$ cat config.mk
export PLATFORM = sky130hd
export DESIGN_NAME = cordic_iter_ctrl
export DESIGN_NICKNAME = d
export VERILOG_FILES = /design/src/rtl/cordic_pkg.sv /design/src/rtl/arith_rsh.sv /design/src/rtl/cordic_atan_rom.sv /design/src/rtl/cordic_iter_ctrl.sv
export SDC_FILE = /design/constraint.sdc
export NUM_CORES = 1
export LEC_CHECK = 0
export ABC_CLOCK_PERIOD_IN_PS = 6610
export BUFFER_PORTS_ARGS = -buffer_cell sky130_fd_sc_hd__buf_4
export CAP_MARGIN = 20
export CELL_PAD_IN_SITES_DETAIL_PLACEMENT = 0
export CELL_PAD_IN_SITES_GLOBAL_PLACEMENT = 1
export CORE_MARGIN = 2
export CORE_UTILIZATION = 48
export CTS_BUF_LIST = sky130_fd_sc_hd__clkbuf_16
export CTS_CLUSTER_DIAMETER = 200
export CTS_CLUSTER_SIZE = 40
export DETAILED_ROUTE_END_ITERATION = 8
export PLACE_DENSITY = 0.91
export SLEW_MARGIN = 20
export SYNTH_ARGS = -nofsm -noshare
export SYNTH_HDL_FRONTEND = slang
export SYNTH_SLANG_ARGS = --single-unit
$ cat constraint.sdc
create_clock -name clk -period 6.61 [get_ports clk]
set_input_delay 1.322 -clock clk [delete_from_list [all_inputs] [get_ports clk]]
set_output_delay 1.322 -clock clk [all_outputs]
set_load 0.05 [all_outputs]
$ cat src/rtl/cordic_pkg.sv
// Shared constants, state encoding and arctangent table for the iterative CORDIC controller.
// Optional vectoring mode is enabled by defining CORDIC_VECTORING_EN.
package cordic_pkg;

    localparam int W       = 16;
    localparam int XY_FRAC = 14;
    localparam int Z_FRAC  = 13;

    typedef enum logic [1:0] {
        IDLE,
        ITER,
        DONE
    } state_t;

    // atan(2^-i) in Q2.13 radians, round-to-nearest
    localparam logic signed [W-1:0] ATAN_TAB [16] = '{
        16'sd6434, 16'sd3798, 16'sd2007, 16'sd1019,
        16'sd511,  16'sd256,  16'sd128,  16'sd64,
        16'sd32,   16'sd16,   16'sd8,    16'sd4,
        16'sd2,    16'sd1,    16'sd0,    16'sd0
    };

endpackage

$ cat src/rtl/arith_rsh.sv
// 16-bit arithmetic right shifter: o = p >>> i, floor-rounded toward minus infinity.
module arith_rsh (
    input  logic signed [15:0] p,
    input  logic        [3:0]  i,
    output logic signed [15:0] o
);

    assign o = p >>> i;

endmodule

$ cat src/rtl/cordic_atan_rom.sv
// Combinational lookup of atan(2^-idx) in Q2.13 for the CORDIC angle path.
module cordic_atan_rom
    import cordic_pkg::*;
(
    input  logic        [3:0]   i_idx,
    output logic signed [W-1:0] o_atan
);

    assign o_atan = ATAN_TAB[i_idx];

endmodule

$ cat src/rtl/cordic_iter_ctrl.sv
// Iterative CORDIC controller: one micro-rotation per clock with valid/ready on both sides.
// Define CORDIC_VECTORING_EN to add the mode_vec input and vectoring mode.
module cordic_iter_ctrl
    import cordic_pkg::*;
#(
    parameter int N_ITER = 16
) (
    input  logic                clk,
    input  logic                rst_n,
    input  logic                in_valid,
    output logic                in_ready,
    input  logic signed [W-1:0] x_in,
    input  logic signed [W-1:0] y_in,
    input  logic signed [W-1:0] z_in,
`ifdef CORDIC_VECTORING_EN
    input  logic                mode_vec,
`endif
    output logic                out_valid,
    input  logic                out_ready,
    output logic signed [W-1:0] x_out,
    output logic signed [W-1:0] y_out,
    output logic signed [W-1:0] z_out,
    output logic                busy
);

    state_t              r_state;
    state_t              w_nextState;
    logic        [3:0]   r_cnt;
    logic signed [W-1:0] r_x;
    logic signed [W-1:0] r_y;
    logic signed [W-1:0] r_z;
    logic signed [W-1:0] w_xShift;
    logic signed [W-1:0] w_yShift;
    logic signed [W-1:0] w_atan;
    logic signed [W-1:0] w_xNext;
    logic signed [W-1:0] w_yNext;
    logic signed [W-1:0] w_zNext;
    logic                w_dPos;
    logic                w_lastIter;

    arith_rsh u_xShift (.p(r_x), .i(r_cnt), .o(w_xShift));
    arith_rsh u_yShift (.p(r_y), .i(r_cnt), .o(w_yShift));

    cordic_atan_rom u_atan (.i_idx(r_cnt), .o_atan(w_atan));

`ifdef CORDIC_VECTORING_EN
    logic r_vec;
    // Vectoring steers y toward zero; rotation steers z toward zero.
    assign w_dPos = r_vec ? r_y[W-1] : ~r_z[W-1];
`else
    assign w_dPos = ~r_z[W-1];
`endif

    assign w_xNext    = w_dPos ? (r_x - w_yShift) : (r_x + w_yShift);
    assign w_yNext    = w_dPos ? (r_y + w_xShift) : (r_y - w_xShift);
    assign w_zNext    = w_dPos ? (r_z - w_atan)   : (r_z + w_atan);
    assign w_lastIter = (r_cnt == 4'(N_ITER - 1));

    always_comb begin
        w_nextState = r_state;
        in_ready    = 1'b0;
        out_valid   = 1'b0;
        busy        = 1'b0;
        case (r_state)
            IDLE: begin
                in_ready = 1'b1;
                if (in_valid) w_nextState = ITER;
            end
            ITER: begin
                busy = 1'b1;
                if (w_lastIter) w_nextState = DONE;
            end
            DONE: begin
                busy      = 1'b1;
                out_valid = 1'b1;
                if (out_ready) w_nextState = IDLE;
            end
            default: w_nextState = IDLE;
        endcase
    end

    // Working registers double as the result outputs, so they hold in IDLE.
    always_ff @(posedge clk) begin
        if (!rst_n) begin
            r_state <= IDLE;
            r_cnt   <= 4'd0;
            r_x     <= '0;
            r_y     <= '0;
            r_z     <= '0;
`ifdef CORDIC_VECTORING_EN
            r_vec   <= 1'b0;
`endif
        end else begin
            r_state <= w_nextState;
            if (r_state == IDLE && in_valid) begin
                r_cnt <= 4'd0;
                r_x   <= x_in;
                r_y   <= y_in;
                r_z   <= z_in;
`ifdef CORDIC_VECTORING_EN
                r_vec <= mode_vec;
`endif
            end else if (r_state == ITER) begin
                r_cnt <= r_cnt + 4'd1;
                r_x   <= w_xNext;
                r_y   <= w_yNext;
                r_z   <= w_zNext;
            end
        end
    end

    assign x_out = r_x;
    assign y_out = r_y;
    assign z_out = r_z;

endmodule

==> metrics <==
outcome=finished, final reports clean; Power Internal=1.68 mW; largest net degree at the start of global routing=58; net load switching power=1.82 mW; Worst path slowest cell=dfxtp_2; Max Buffers Root-to-Sink=2; Critical Path RT=6.86 ns; CP max stage delay=0.94 ns; synth top area cells=dfxtp_1 (15%), ha_1 (11%), mux2i_1 (6.1%), a21oi_1 (5.7%), xnor2_1 (5.6%); Final #Nets=1082; Clk pin slew, worst setup/hold paths=0.08 ns; CTS tree=yes; cts repair resizes=0; CP Launch Type=flop; row count=44; overall routed net length=21400 um; clock sink count=54; worst slew pin tran=0.929 ns; unrepaired setup endpoints after global routing=false; sequential power share=16.2%; synth cell count leaders=nor2_1 (93), a21oi_1 (83), ha_1 (66); Final WS setup=1.32 ns; DP Worst Slack=1.44 ns; Cell Pwr Density=429 nW/um2; drt drc=0; number of synthesized flops with an enable pin=0; Top FF cell, synth=dfxtp_1; crit path DAT=5.54 ns; CP Max Fanout=42; Clock Latency Late Sink=0.31 ns; GPL Wtd Cong=0.968; PortBufs=102; # IOs=103; Async S/R FF share, synth=0%; final slew viol count=0; dominant cell type by area after synthesis=dfxtp_1; setup TNS=0 ns; period utilization=80.0%; Cell Chain, Critical Path=mux2_2 > o21ai_1 > mux2i_1 > a221oi_1 > ha_1 > nand2_1 > o21ai_0 > ha_1 > a211oi_1 > o21ai_0 > a31o_2 > a31o_2 > o221ai_1 > xnor3_1 > mux2_1 > nand3_1; number of cells after detailed placement=1137; R2R Path End=x_out[15]; total number of vias=7101; critical path type=flop to flop; Ys Warns=0; initial DRC count=469; DR WL/cell=18.6 um; Ant. Diodes=0; initial antenna violation count=0; clock network fraction of total power=9.2%; switching share of power=51.9%; Fill cells=1402; root buf cell=clkbuf_16; WHS Path Cells=2; register area=1080 um2; Register-to-Register Path Depth=16; gr usage total=26.3%; crit path time final=5.29 ns; share of cells above drive strength 1=18.0%; Post-Syn Area=7250 um2; die extent in y=127 um; Seq cells post-synth=54; die width=127 um; Mapped Cells=893; area taken by multi-input logic gates=5680 um2; fin cells=1146; via density per instance=6.20; P_leak=3.44 nW; Synth top area share=14.9%; first-pass GRT wire length=34600 um; DP HPWL=15800 um; starting density of the core=49.5%; die area=16100 um2; Hold Startpoint=r_state[0]; Net Count, Synth=1014; max-cap viol count=0; register area share after synthesis=14.9%; hold buffers post-CTS=0; hold path endpoint=r_state[0]; grt total ovfl=0; Max Freq=189 MHz; setup violators final=0; DRT antenna net count=0; max_slew headroom=38.1%; Crit Reg-Reg Startpoint=r_cnt[0]; Gate power share=74.6%; count leader, synth=nor2_1; CTS buffer count=5; vias in the first global route=6668; core area=14600 um2; Pre-Repair DR Iteration Count=5; VDD IR-drop max=0.182 mV; Syn-to-layout area delta=12.2%; Setup crit end kind=flop; Clock Skews=0.0107 ns; library cells used by synthesis=90; Hold Crit Class=flop to flop; final hold vios=0; R2R Setup Slk=1.32 ns; H-tree depth=2; Avg Inst Size Synth=8.12 um2; Post-CTS Repair Setup Buffers=0
state kept, by name, indices dropped and copies added, names as in the netlist:
| name | count |
|---|---|
| z_out | 16 |
| r_cnt | 4 |
| x_out | 16 |
| y_out | 16 |
| r_state | 2 |
critical path, delay by kind of cell, from the launching register on:
kind,cells,cell delay [ns]
simple gates,2,0.12
xor+xnor,1,0.35
flops,1,0.94
mux,3,0.91
compound gates,8,2.23
fa+ha+maj,2,0.65
placed cells by master (no fill, tap or decap), types with 6 or more instances in the layout:
master	count
xor2_1	26
or3_1	6
nor3_1	9
a21o_1	13
o21a_1	10
nor2b_1	6
xnor2_1	46
o22ai_1	8
mux4_2	10
o221ai_1	6
nand2b_1	13
mux2_2	15
o21bai_1	7
o211ai_1	14
and3_1	8
nor2_1	93
dfxtp_1	52
o21ai_0	51
buf_4	112
and2_1	7
a211oi_1	38
nand3_1	13
nand2_1	60
a21oi_1	83
ha_1	65
a31oi_1	9
mux2i_1	44
inv_1	26
metal layers:
| layer | vias to the layer above | GRT usage, % | wire length, um |
|---|---|---|---|
| li1 | 3460 | - | - |
| met2 | 283 | 42.5 | 9700 |
| met5 | - | 0 | 0 |
| met4 | 0 | 5.95 | 346 |
| met3 | 31 | 4.22 | 1490 |
| met1 | 3327 | 37.0 | 9820 |
kinds of logic (layout without fill, tap and decap cells):
logic type | count (synthesis) | in the layout | synth area share (%)
buffers and inverters | 82 | 151 | 6.85
AND/OR/NAND/NOR | 249 | 249 | 16.5
multiplexers | 75 | 75 | 13.5
flip-flops | 54 | 54 | 14.9
AO/OA/AOI/OAI | 290 | 290 | 26.8
adder cells (fa/ha/maj) | 69 | 69 | 12.2
XOR/XNOR | 74 | 74 | 9.23
worst max path at each step:
stage | startpoint | to | slack, ns | cells past startpoint
detailed placement | r_cnt[0] | x_out[15] | 1.44 | 16
finish | r_cnt[0] | x_out[15] | 1.32 | 16
global placement | r_cnt[0] | x_out[15] | 1.51 | 16
CTS | r_cnt[0] | x_out[15] | 1.40 | 16
global route | r_cnt[0] | z_out[14] | 1.0 | 18
floorplan | r_cnt[0] | x_out[15] | 2.26 | 17
area by class of cell:
| type | instances | share of cell area, % |
|---|---|---|
| Multi-Input combinational cell | 757 | 69.8 |
| Timing Repair Buffer | 113 | 10.6 |
| Sequential cell | 54 | 13.3 |
| Clock buffer | 5 | 1.54 |
| Inverter | 30 | 1.38 |
| Clock inverter | 3 | 0.584 |
| Tap cell | 184 | 2.83 |
stage by stage:
| stage | total power, mW | hold WS (ns) | util [%] | instance area, um2 |
|---|---|---|---|---|
| floorplan | 2.58 | 0.490 | - | 7250 |
| global placement | 3.14 | 0.524 | 54.3 | 7950 |
| detailed placement | 3.13 | 0.542 | 54.3 | 7950 |
| CTS | 3.47 | 0.559 | 55.5 | 8120 |
| global route | 3.79 | 0.598 | 55.6 | 8140 |
| finish | 3.49 | 0.555 | 55.6 | 8140 |
power by group through the flow:
stage,Clock (mW),Sequential [mW],Combinational (mW)
6_report,0.320,0.567,2.61
5_1_grt,0.336,0.578,2.87
4_1_cts,0.327,0.564,2.58
3_5_place_dp,0,0.571,2.56
3_3_place_gp,0,0.571,2.57
2_1_floorplan,0,0.715,1.86
Note: power is estimated with default switching activity, not from simulation.
